===== config.mk =====
export PLATFORM = sky130hd
export DESIGN_NAME = cfg_chain_loader_flat
export DESIGN_NICKNAME = d
export VERILOG_FILES = /design/src/rtl/cfg_chain_loader_if.sv /design/src/rtl/cfg_chain_loader.sv /design/src/flat_wrapper.sv
export SDC_FILE = /design/constraint.sdc
export NUM_CORES = 1
export LEC_CHECK = 0
export BUFFER_PORTS_ARGS = -buffer_cell sky130_fd_sc_hd__clkbuf_2
export CORE_UTILIZATION = 50
export CTS_BUF_LIST = sky130_fd_sc_hd__clkbuf_8
export CTS_CLUSTER_DIAMETER = 150
export DETAILED_ROUTE_END_ITERATION = 12
export PLACE_DENSITY = 0.68
export SLEW_MARGIN = 10
export SYNTH_ARGS = -nofsm -noshare
export SYNTH_HDL_FRONTEND = slang
export SYNTH_SLANG_ARGS = --single-unit

===== constraint.sdc =====
create_clock -name clk -period 5.01 [get_ports clk]
set_input_delay 1.002 -clock clk [delete_from_list [all_inputs] [get_ports clk]]
set_output_delay 1.002 -clock clk [all_outputs]
set_load 0.03 [all_outputs]

===== src/rtl/cfg_chain_loader_if.sv =====
`default_nettype none
// ============================================================================
//  Module   : cfg_chain_loader_if
//  Purpose  : 32-bit valid/ready word stream feeding the config chain loader.
//             The master (bootstrap/SoC side) drives word_in and word_valid.
//             The slave (loader) returns word_ready.
//             A word transfers on a cycle where word_valid & word_ready.
//  Signals  : word_in    [31:0]  header or payload word
//             word_valid         word_in valid
//             word_ready         slave accepts word_in this cycle
//  Revision : 1.0  initial release
// ============================================================================
interface cfg_chain_loader_if;
    logic [31:0] word_in;
    logic        word_valid;
    logic        word_ready;

    modport master (output word_in, output word_valid, input word_ready);
    modport slave  (input word_in, input word_valid, output word_ready);
endinterface
`default_nettype wire


===== src/rtl/cfg_chain_loader.sv =====
`default_nettype none
// ============================================================================
//  Module   : cfg_chain_loader
//  Purpose  : Host-side sequencer for the fabric serial config chain.
//             It takes a header word and then ceil(LEN/32) payload words.
//             It emits a start pulse, then the ID bits MSB first, then LEN
//             payload bits LSB first, one bit per cycle.
//  Ports    : clk              global clock
//             crst_n           asynchronous active-low config reset
//             word_if          slave side of the word stream
//                              (word_in / word_valid / word_ready)
//             cfg_in_start     one-cycle start pulse to the chain head
//             cfg_bit_in       serial config bit
//             cfg_bit_in_valid qualifier for cfg_bit_in
//             busy             high from header accept until done
//             done             one-cycle pulse after the last payload bit
//             err              one-cycle pulse on a header with LEN == 0
//  Options  : CFG_CHAIN_LOADER_BITCNT_EN adds two outputs:
//             bits_total  saturating count of payload bits driven since reset
//             last_id     ID of the most recent accepted header
//  Revision : 1.0  initial release
// ============================================================================
module cfg_chain_loader #(
    parameter int ID_WIDTH  = 3,
    parameter int LEN_WIDTH = 16
) (
    input  wire logic                 clk,
    input  wire logic                 crst_n,
    cfg_chain_loader_if.slave         word_if,
    output logic                      cfg_in_start,
    output logic                      cfg_bit_in,
    output logic                      cfg_bit_in_valid,
    output logic                      busy,
    output logic                      done,
    output logic                      err
`ifdef CFG_CHAIN_LOADER_BITCNT_EN
    ,
    output logic [31:0]               bits_total,
    output logic [ID_WIDTH-1:0]       last_id
`endif
);
    localparam int C_ID_CW = (ID_WIDTH > 1) ? $clog2(ID_WIDTH) : 1;
    localparam int C_WC_W  = LEN_WIDTH - 5;

    typedef enum logic [2:0] {
        S_IDLE  = 3'd0,
        S_START = 3'd1,
        S_ID    = 3'd2,
        S_DATA  = 3'd3,
        S_DONE  = 3'd4
    } state_t;

    state_t                r_state;
    logic                  r_start;
    logic                  r_bit;
    logic                  r_bit_valid;
    logic                  r_busy;
    logic                  r_done;
    logic                  r_err;
    logic                  r_ready;
    logic [ID_WIDTH-1:0]   r_id_sh;
    logic [C_ID_CW-1:0]    r_id_left;     // ID bits still to emit after the current one
    logic [31:0]           r_sh;          // active shift register, LSB leaves first
    logic [5:0]            r_sh_cnt;      // unsent bits in r_sh (0..32)
    logic [31:0]           r_pf;          // prefetch register
    logic                  r_pf_full;
    logic                  r_fetch_pend;  // payload words still to be fetched
    logic [C_WC_W-1:0]     r_words_left;  // words to fetch after the next one
    logic [LEN_WIDTH-1:0]  r_bit_cnt;     // payload bits not yet emitted

    logic                  w_accept;
    logic                  w_hdr_acc;
    logic                  w_pay_acc;
    logic [LEN_WIDTH-1:0]  w_hdr_len;
    logic                  w_sh_has;
    logic                  w_pay_slot;
    logic                  w_emit;
    logic                  w_emit_bit;
    logic                  w_pf_full_nxt;
    logic                  w_fetch_nxt;
    logic                  w_ready_run;

    assign w_accept   = word_if.word_valid & r_ready;
    assign w_hdr_acc  = w_accept & (r_state == S_IDLE);
    assign w_pay_acc  = w_accept & (r_state != S_IDLE);
    assign w_hdr_len  = LEN_WIDTH'(word_if.word_in[31:16]);
    assign w_sh_has   = (r_sh_cnt != 6'd0);

    // A payload bit may be emitted on the edge ending the last ID bit, and on
    // every DATA edge while bits remain. With both buffers empty this edge
    // produces a bubble and the bit counter holds.
    assign w_pay_slot = ((r_state == S_ID) && (r_id_left == '0)) ||
                        ((r_state == S_DATA) && (r_bit_cnt != '0));
    assign w_emit     = w_pay_slot & (w_sh_has | r_pf_full);
    // An empty shift register reloads straight from prefetch, so no bubble.
    assign w_emit_bit = w_sh_has ? r_sh[0] : r_pf[0];

    assign w_pf_full_nxt = (r_pf_full & ~(w_emit & ~w_sh_has)) | w_pay_acc;
    assign w_fetch_nxt   = w_pay_acc ? (r_words_left != '0) : r_fetch_pend;
    assign w_ready_run   = ~w_pf_full_nxt & w_fetch_nxt;

    always_ff @(posedge clk or negedge crst_n) begin
        if (!crst_n) begin
            r_state      <= S_IDLE;
            r_start      <= 1'b0;
            r_bit        <= 1'b0;
            r_bit_valid  <= 1'b0;
            r_busy       <= 1'b0;
            r_done       <= 1'b0;
            r_err        <= 1'b0;
            r_ready      <= 1'b0;
            r_id_sh      <= '0;
            r_id_left    <= '0;
            r_sh         <= '0;
            r_sh_cnt     <= '0;
            r_pf         <= '0;
            r_pf_full    <= 1'b0;
            r_fetch_pend <= 1'b0;
            r_words_left <= '0;
            r_bit_cnt    <= '0;
        end else begin
            r_start     <= 1'b0;
            r_done      <= 1'b0;
            r_err       <= 1'b0;
            r_bit_valid <= 1'b0;

            // Payload buffering
            if (w_emit) begin
                r_bit_cnt <= r_bit_cnt - 1'b1;
                if (w_sh_has) begin
                    r_sh     <= r_sh >> 1;
                    r_sh_cnt <= r_sh_cnt - 1'b1;
                end else begin
                    r_sh     <= r_pf >> 1;
                    r_sh_cnt <= 6'd31;
                end
            end
            r_pf_full <= w_pf_full_nxt;
            if (w_pay_acc) begin
                r_pf         <= word_if.word_in;
                r_fetch_pend <= (r_words_left != '0);
                if (r_words_left != '0)
                    r_words_left <= r_words_left - 1'b1;
            end

            case (r_state)
                S_IDLE: begin
                    r_ready <= 1'b1;
                    if (w_hdr_acc) begin
                        if (w_hdr_len == '0) begin
                            r_err <= 1'b1;
                        end else begin
                            r_state      <= S_START;
                            r_start      <= 1'b1;
                            r_busy       <= 1'b1;
                            r_id_sh      <= word_if.word_in[ID_WIDTH-1:0];
                            r_bit_cnt    <= w_hdr_len;
                            r_words_left <= C_WC_W'((w_hdr_len - 1'b1) >> 5);
                            r_fetch_pend <= 1'b1;
                            r_sh_cnt     <= '0;
                            r_pf_full    <= 1'b0;
                        end
                    end
                end
                S_START: begin
                    r_state     <= S_ID;
                    r_bit       <= r_id_sh[ID_WIDTH-1];
                    r_bit_valid <= 1'b1;
                    r_id_sh     <= r_id_sh << 1;
                    r_id_left   <= C_ID_CW'(ID_WIDTH - 1);
                    r_ready     <= w_ready_run;
                end
                S_ID: begin
                    r_ready <= w_ready_run;
                    if (r_id_left != '0) begin
                        r_bit       <= r_id_sh[ID_WIDTH-1];
                        r_bit_valid <= 1'b1;
                        r_id_sh     <= r_id_sh << 1;
                        r_id_left   <= r_id_left - 1'b1;
                    end else begin
                        r_state     <= S_DATA;
                        r_bit       <= w_emit_bit;
                        r_bit_valid <= w_emit;
                    end
                end
                S_DATA: begin
                    if (r_bit_cnt != '0) begin
                        r_bit       <= w_emit_bit;
                        r_bit_valid <= w_emit;
                        r_ready     <= w_ready_run;
                    end else begin
                        // Last payload bit is on the wire this cycle
                        r_state <= S_DONE;
                        r_done  <= 1'b1;
                        r_busy  <= 1'b0;
                        r_ready <= 1'b0;
                    end
                end
                S_DONE: begin
                    r_state <= S_IDLE;
                    r_ready <= 1'b1;
                end
                default: begin
                    r_state <= S_IDLE;
                    r_ready <= 1'b0;
                    r_busy  <= 1'b0;
                end
            endcase
        end
    end

    assign word_if.word_ready = r_ready;
    assign cfg_in_start       = r_start;
    assign cfg_bit_in         = r_bit;
    assign cfg_bit_in_valid   = r_bit_valid;
    assign busy               = r_busy;
    assign done               = r_done;
    assign err                = r_err;

`ifdef CFG_CHAIN_LOADER_BITCNT_EN
    logic [31:0]         r_bits_total;
    logic [ID_WIDTH-1:0] r_last_id;

    always_ff @(posedge clk or negedge crst_n) begin
        if (!crst_n) begin
            r_bits_total <= '0;
            r_last_id    <= '0;
        end else begin
            if (w_emit && (r_bits_total != 32'hFFFF_FFFF))
                r_bits_total <= r_bits_total + 1'b1;
            if (w_hdr_acc && (w_hdr_len != '0))
                r_last_id <= word_if.word_in[ID_WIDTH-1:0];
        end
    end

    assign bits_total = r_bits_total;
    assign last_id    = r_last_id;
`endif

endmodule
`default_nettype wire


===== src/flat_wrapper.sv =====
// flat-port wrapper written by rule: the top's interface ports become plain ports
module cfg_chain_loader_flat 
#(
    parameter int ID_WIDTH  = 3,
    parameter int LEN_WIDTH = 16
)
  (clk, crst_n, cfg_in_start, cfg_bit_in, cfg_bit_in_valid, busy, done, err, word_if_word_in, word_if_word_valid, word_if_word_ready);
  cfg_chain_loader_if word_if_i ();
  input  wire logic clk;
  input  wire logic crst_n;
  output logic cfg_in_start;
  output logic cfg_bit_in;
  output logic cfg_bit_in_valid;
  output logic busy;
  output logic done;
  output logic err;
  input wire logic [$bits(word_if_i.word_in)-1:0] word_if_word_in;
  input wire logic [$bits(word_if_i.word_valid)-1:0] word_if_word_valid;
  output wire logic [$bits(word_if_i.word_ready)-1:0] word_if_word_ready;
  assign word_if_i.word_in = word_if_word_in;
  assign word_if_i.word_valid = word_if_word_valid;
  assign word_if_word_ready = word_if_i.word_ready;
  cfg_chain_loader #(.ID_WIDTH(ID_WIDTH), .LEN_WIDTH(LEN_WIDTH)) u_core (.clk(clk), .crst_n(crst_n), .word_if(word_if_i), .cfg_in_start(cfg_in_start), .cfg_bit_in(cfg_bit_in), .cfg_bit_in_valid(cfg_bit_in_valid), .busy(busy), .done(done), .err(err));
endmodule

-- Yosys cells after proc, flatten, opt, wreduce, memory -nomap -nowiden
Index checks and enable logic that the tools add are counted.
- output and inout port bits: 7
- register bits: 114
- logic and storage cells: 121
- input bits: 35
- equal/unequal tests: 10
- multiplexer cells: 54
- add/subtract/negate cells: 5
- reduce and logical (&&, ||, !) cells: 22
- bitwise operators: 13
- operators by type and width (cell ; count):
    16-bit 2-to-1 mux ; 4
    11-bit 2-to-1 mux ; 5
    16-bit by 1-bit subtractor with 16-bit output, second input constant ; 2
    31-bit 2-to-1 mux ; 1
    6-bit 2-to-1 mux ; 5
    1-bit 2-to-1 mux ; 24
    3-bit 2-to-1 mux ; 7
    16-bit logical NOT ; 1
    16-bit nonzero test ; 1
    1-bit one-hot mux with 3 select lines ; 4
    3-bit one-hot mux with 4 select lines ; 1
    4-bit AND reduction ; 3
    11-bit nonzero test ; 1
    11-bit by 1-bit subtractor with 11-bit output, second input constant ; 1
    2-bit != test, second input constant ; 5
    3-bit one-hot mux with 3 select lines ; 1
    3-bit nonzero test ; 3
    1-bit AND ; 7
    3-bit by 2-bit equality test with 1-bit output, second input constant ; 2
    6-bit nonzero test ; 1
    6-bit by 1-bit subtractor with 6-bit output, second input constant ; 1
    1-bit inverter ; 4
    2-bit one-hot mux with 2 select lines ; 1
    2-bit AND reduction ; 2
    other kinds (13) ; 17

-- Longest topological paths before layout
Gate-level depths: netlist of run 1.
- depth after elaboration: 12
- gate-level depth with buffers: 10
- mapped depth without buffers: 8

-- Least setup slack after synthesis of run 1
No wires, ideal clock.
- kind: input port to flip-flop
- from: input word_if_word_in[26]
- to: register u_core.r_id_sh[0]
- slack: 2456 ps
- buffers on the path: 1
- stages: 7
- data arrival time: 2426 ps
- library setup time: 128 ps
- cells stage by stage: or4_4 or3_4 o21ai_2 inv_2 buf_2 nand2_1 o21ai_0
- longest elaborated chain between the ends: 3
- RTL lines (item ; line ; text):
    start: declaration ; flat_wrapper.sv:17 ; input wire logic [$bits(word_if_i.word_in)-1:0] word_if_word_in;
    16-bit logical NOT ; cfg_chain_loader.sv:150 ; if (w_hdr_len == '0) begin
    2-bit != test (no source line) ; -- ;
    4-bit AND reduction (no source line) ; -- ;
    end signal: assignment ; cfg_chain_loader.sv:156 ; r_id_sh <= word_if.word_in[ID_WIDTH-1:0];
    end signal: assignment ; cfg_chain_loader.sv:169 ; r_id_sh <= r_id_sh << 1;
    end signal: assignment ; cfg_chain_loader.sv:178 ; r_id_sh <= r_id_sh << 1;
    end: declaration ; cfg_chain_loader.sv:61 ; logic [ID_WIDTH-1:0] r_id_sh;
No other way between the ends.
A chain may end at the register's enable or synchronous reset.

-- Final worst setup path of run 1
- from: input word_if_word_in[16]
- to: register u_core.r_words_left[6]
- longest elaborated chain between the ends: 4
- elaborated cells between the ends (all ways): 5
- classes of those cells: 1 x add/sub; 3 x mux; 1 x reduce/logical
- RTL lines (item ; line ; text):
    16-bit by 1-bit subtractor with 16-bit output or 16-bit logical NOT (tied branches) ; cfg_chain_loader.sv:158, cfg_chain_loader.sv:150 ;
    11-bit 2-to-1 mux (*) ; cfg_chain_loader.sv:150 ;
    11-bit 2-to-1 mux (*) ; cfg_chain_loader.sv:149 ; if (w_hdr_acc) begin
    11-bit 2-to-1 mux (*) ; cfg_chain_loader.sv:146 ; case (r_state)
    end signal: assignment ; cfg_chain_loader.sv:143 ; r_words_left <= r_words_left - 1'b1;
    end signal: assignment ; cfg_chain_loader.sv:158 ; r_words_left <= C_WC_W'((w_hdr_len - 1'b1) >> 5);
    end: declaration ; cfg_chain_loader.sv:68 ; logic [C_WC_W-1:0] r_words_left;
Mark *: on every way between the ends. The rest lies on a longest branch, timed or not.

==> results of run 1 <==
-- synthesized netlist by cell type (all sizes together) (3+ instances only) --
master / n / area [um2]
a21oi: 17 / 85.1
xnor2: 19 / 166
o22ai: 5 / 31.3
dfrtp: 113 / 2830
mux2i: 3 / 30.0
o21ai: 24 / 135
nand3: 3 / 15.0
nor3: 26 / 130
nor3b: 4 / 35.0
nor2: 67 / 254
nand2b: 5 / 31.3
ha: 4 / 50.1
nand2: 191 / 717
clkbuf: 17 / 63.8
inv: 14 / 52.6
a31oi: 33 / 206
xor2: 5 / 43.8
a211oi: 5 / 47.5
or4: 3 / 26.3
nor4b: 3 / 32.5
nand3b: 3 / 22.5
nor4: 7 / 71.3
buf: 15 / 109
or3: 12 / 80.1
-- cells by family after synthesis --
family          share of synthesized area (%)
fa+ha+maj                               0.912
flops                                    51.5
compound gates                           11.9
xor+xnor                                 3.83
buf+inv                                  4.10
mux                                     0.753
simple gates                             26.9
-- per-stage QoR --
stage / std cells / area, um2
2_1_floorplan: 621 / 5490
3_3_place_gp: 774 / 5760
3_5_place_dp: 774 / 5760
4_1_cts: 806 / 6200
5_1_grt: 806 / 6200
6_report: 806 / 6200
-- metal layers --
layer  vias to the layer above  GRT usage, %  wire length, um
li1                       2158             -                -
met1                      2163          30.9             5600
met2                       132          35.7             5580
met3                        12          6.81              871
met4                         0          8.32              133
met5                         -             0                0
-- final timing paths --
check                                              end  cells after the start
max in group asynchronous         u_core.r_bit_cnt[12]                      2
worst max-delay path            u_core.r_words_left[6]                      8
min in group asynchronous            u_core.r_state[2]                      1
worst min register to register         u_core.r_pf[12]                      2
worst min-delay path                   u_core.r_pf[12]                      2
worst max register to register      u_core.r_sh_cnt[1]                     10
-- tightest hold or removal path, stage by stage (launching register included) --
cell	delay, ps
dfrtp_1	340
nand2_1	50
nand2_1	60
-- power by group through the flow --
stage               Clock [mW]  Combinational [mW]  Sequential [mW]
global placement             0                1.28             1.60
CTS                      0.936                1.34             1.61
finish                   0.919                1.33             1.61
detailed placement           0                1.33             1.62
global route             0.977                1.51             1.66
floorplan                    0                1.05             1.57
-- cell type report --
class	count	share of cell area (%)
multi-input cells	462	39.4
repair buffers	49	4.32
inverters	14	0.848
clock buffers	22	4.89
clock inverters	10	2.12
well taps	136	2.75
flip-flops and latches	113	45.6
-- flip-flops by register name, summed over array words and instances, names as in the netlist, 2 cells and up --
name	cells
u_core.r_pf	32
u_core.r_id_sh	3
u_core.r_id_left	2
u_core.r_sh_cnt	6
u_core.r_words_left	11
u_core.r_sh	31
u_core.r_bit_cnt	16
u_core.r_state	3
==> flow_summary.yaml, run 1 <==
timing:
  hold_ws_ps: 474
  fin_setup_tns_ps: 0
  worst_pin_slew_ps: 937
  rsz0062_at_grt: "no"
  max_freq_ghz: 0.335
  skew_ps: 10.2
  setup_ws_ps: 2020
  setup_viol: 0
  hold_viol_final: 0
  drv_slew: 0
  fin_crit_sh_pct: 59.7
  maxSlewHeadroom_pct: 37.6
  final.min_clock_period_ps: 2990
clocking:
  clkTransAtPathRegs_ps: 70
  cts_buffers: 17
  clk_latency_ps: 430
  cts_root_buffer: "clkbuf_8"
  cts_buffer_depth: 2
  clock-sinks: 113
  cts_tree: "built"
  postCtsSetupBuffers: 0
  cts_resized: 0
  hold_buffers: 0
  cts_max_level: 4
final_layout:
  antenna_cells: 0
  drive_above_1_share_pct: 14.8
  final_util_pct: 59.2
  fill_cells: 921
  mostFrequentLayoutCells: "nand2_1 (191), dfrtp_1 (113), nor2_1 (64)"
  seqCellArea_mm2: 0.00283
  multi_input_area_mm2: 0.00244
  nNetsFinal: 696
  layout_commonest_cell: "nand2_1"
  area_delta_synth_final_pct: 12.9
critical_path:
  critPathArrivalTime_ps: 3260
  cp-startpoint: "word_if_word_in[16]"
  critPathBufInv: 3
  cp-end-kind: "register"
  critPathMaxStageDelay_ps: 440
  path_class: "in2reg"
  rr_startpoint: "u_core.r_id_left[0]"
  r2r_slack_ps: 2230
  path_max_fanout: 37
  startpoint_type: "input pin"
  worst_path_max_delay_cell: "nand4bb_1"
  crit_path_cell_trace: "clkbuf_2 -> nor4_1 -> nand4bb_1 -> o21ai_2 -> buf_4 -> inv_2 -> a211oi_1 -> a31oi_1"
  crit_family: "simple AND/OR/NAND/NOR gates"
  cp.required_ps: 5280
synth:
  synth_cell_types: 61
  synth_edf_count: 0
  synthesis.area_mm2: 0.00549
  yosysWarnings: 0
  synthCells: 621
  synth-seq-area-share_pct: 51.5
  synthArstFlopShare_pct: 100
  synth.avg_cell_area_um2: 8.83
  ys.flop_type: "dfrtp_1"
  synth_nets: 660
  ys_ff_latch: 113
pwr:
  clkPwrFrac_pct: 23.8
  internal_power_mw: 2.40
  ir_drop_mv: 0.280
  leakage_nw: 2.82
  finalPower_mw: 3.86
  power.switching_mw: 1.46
  power_frac_seq_pct: 41.8
  power_frac_comb_pct: 34.4
  pwr_density_cell_mw_per_mm2: 623
  swShare_pct: 37.8
routing:
  first_pass_iters: 4
  via_count: 4465
  drt_iter0_drc: 320
  via_per_inst: 5.54
  wl_mm: 12.2
  drc: 0
  wl_per_cell_um: 15.1
  ant_nets: 0
die:
  start_util_pct: 52.4
  dieArea_mm2: 0.0114
  core_mm2: 0.0105
  die_w_um: 107
  fp.dieH_um: 107
  ios: 42
  rows: 37
placed_design:
  hpwl_mm: 7.96
  gp_congestion: 0.766
  pre_cts_ws_ps: 1580
  io_buffers: 41
grt:
  grt_pass1_vias: 4255
  globalRouteOverflowTotal: 0
  grt_pass1_wl_mm: 20.3
  grt_max_degree: 76
  antenna_found_initial: 0
  track_usage_pct: 23.1
min_path:
  hold_class: "reg2reg"
  min_from: "u_core.r_pf[12]"
run_status:
  status: "finished, final reports clean"
flow_run:
  cap_violations: 0
No activity file was read; power rests on OpenSTA's default activity.
==> run 2, diff against run 1 <==
==> constraint.sdc (replaced) <==
create_clock -name clk -period 2.94 [get_ports clk]
set_input_delay 0.588 -clock clk [delete_from_list [all_inputs] [get_ports clk]]
set_output_delay 0.588 -clock clk [all_outputs]
set_load 0.03 [all_outputs]
==> flow_summary.yaml, run 2 (synthesized netlist as in run 1, its figures left out) <==
final_layout:
  top_register: "u_core.r_pf"
  top_regs: "u_core.r_pf: 32 flops, u_core.r_sh: 31 flops, u_core.r_bit_cnt: 16 flops"
  final_util_pct: 60.4
  largest_reg_flops: 32
  antenna_cells: 0
  area_delta_synth_final_pct: 15.1
  layout_commonest_cell: "nand2_1"
  drive_above_1_share_pct: 15.2
  fill_cells: 942
  nNetsFinal: 699
  mostFrequentLayoutCells: "nand2_1 (191), dfrtp_1 (113), nor2_1 (64)"
die:
  ios: 42
  fp.dieH_um: 107
  rows: 37
  dieArea_mm2: 0.0114
  start_util_pct: 52.4
  die_w_um: 107
  core_mm2: 0.0105
critical_path:
  path_max_fanout: 14
  reg2reg_depth: 9
  r2r_slack_ps: 430
  critPathMaxStageDelay_ps: 450
  cp.required_ps: 3290
  startpoint_type: "register"
  worstReg2RegEnd: "u_core.r_bit_cnt[4]"
  worst_path_max_delay_cell: "nor4_4"
  critPathArrivalTime_ps: 2870
  crit_path_cell_trace: "inv_1 -> ha_1 -> nor4b_2 -> nand2_1 -> nor4_4 -> buf_4 -> nor3b_1 -> a21bo_1 -> a31oi_1"
  rr_startpoint: "u_core.r_bit_cnt[1]"
  path_class: "reg2reg"
  cp-end-kind: "register"
routing:
  drt_iter0_drc: 275
  via_per_inst: 5.53
  via_count: 4470
  wl_per_cell_um: 15.6
  ant_nets: 0
  drc: 0
  first_pass_iters: 5
  wl_mm: 12.7
clocking:
  cts_root_buffer: "clkbuf_8"
  hold_buffers: 0
  clk_latency_ps: 450
  cts_max_level: 4
  postCtsSetupBuffers: 0
  clkTransAtPathRegs_ps: 80
  clock-sinks: 113
  cts_tree: "built"
  cts_resized: 0
  cts_buffer_depth: 2
  cts_buffers: 17
grt:
  track_usage_pct: 24.4
  grt_pass1_vias: 4363
  grt_util_met3_pct: 5.47
  busiest_layer: "met2"
  grt_use_met2_pct: 38.4
  grt_max_degree: 67
  grt_pass1_wl_mm: 21.3
  globalRouteOverflowTotal: 0
  antenna_found_initial: 0
  met1_usage_pct: 32.4
flow_run:
  cap_violations: 0
timing:
  fin_crit_sh_pct: 85.5
  fin_setup_tns_ps: 0
  setup_viol: 0
  drv_slew: 0
  final.min_clock_period_ps: 2510
  skew_ps: 15.7
  hold_viol_final: 0
  maxSlewHeadroom_pct: 53.0
  max_freq_ghz: 0.398
  worst_pin_slew_ps: 703
  rsz0062_at_grt: "no"
run_status:
  status: "finished, final reports clean"
min_path:
  hold_class: "in2async"
pwr:
  leakage_nw: 2.88
  finalPower_mw: 6.90
  pwr_density_cell_mw_per_mm2: 1090
  ir_drop_mv: 0.473
placed_design:
  hpwl_mm: 8.11
  gp_congestion: 0.788
  io_buffers: 41
==> run 2: how the worst max path moves through the flow <==
stage / startpoint / end / slack [ps] / cells after the start
6_report: u_core.r_bit_cnt[1] / u_core.r_bit_cnt[4] / 430 / 9
5_1_grt: u_core.r_bit_cnt[1] / u_core.r_bit_cnt[4] / 240 / 9
4_1_cts: u_core.r_bit_cnt[1] / u_core.r_bit_cnt[4] / 420 / 9
3_5_place_dp: word_if_word_in[26] / u_core.r_bit_cnt[7] / 270 / 6
3_3_place_gp: word_if_word_in[26] / u_core.r_words_left[9] / 300 / 7
2_1_floorplan: word_if_word_in[26] / u_core.r_id_sh[0] / 800 / 7
==> run 2: area by class of cell <==
| class | count | area (um2) | area share (%) |
|---|---|---|---|
| Multi-Input combinational cell | 462 | 2440 | 38.7 |
| Clock inverter | 11 | 206 | 3.27 |
| Tap cell | 136 | 170 | 2.69 |
| Sequential cell | 113 | 2830 | 44.8 |
| Timing Repair Buffer | 52 | 328 | 5.19 |
| Clock buffer | 21 | 289 | 4.58 |
| Inverter | 14 | 52.6 | 0.832 |
==> run 2: layer usage <==
metal | share of wire, % | up-vias | wire length, um
met3 | 5.0 | 22 | 627
met5 | 0 | - | 0
met1 | 46 | 2157 | 5880
met2 | 47 | 116 | 5920
li1 | - | 2175 | -
met4 | 1.8 | 0 | 229
==> run 2: where the power goes <==
group / switching [mW] / internal [mW] / leakage, nW / total (mW)
Sequential: 0.501 / 2.25 / 1.32 / 2.75
Clock: 0.654 / 1.18 / 0.253 / 1.83
Combinational: 1.38 / 0.937 / 1.31 / 2.32
Total: 2.53 / 4.36 / 2.88 / 6.90
==> run 2: stage by stage <==
stage               setup WS [ps]  instances  area, um2  hold slack, ps
floorplan                     800        621       5490             292
global placement              298        777       5820             460
detailed placement            266        777       5820             462
CTS                           418        809       6320             175
global route                  242        809       6320             205
finish                        425        809       6320             165
==> run 2: worst max-delay path: cells and delay by family (launching register included) <==
| family | cells | cell delay, ps |
|---|---|---|
| AOI/OAI and AO/OA | 2 | 390 |
| adders and majority gates | 1 | 160 |
| and+or+nand+nor | 4 | 1130 |
| DFF | 1 | 380 |
| buffers and inverters | 2 | 360 |
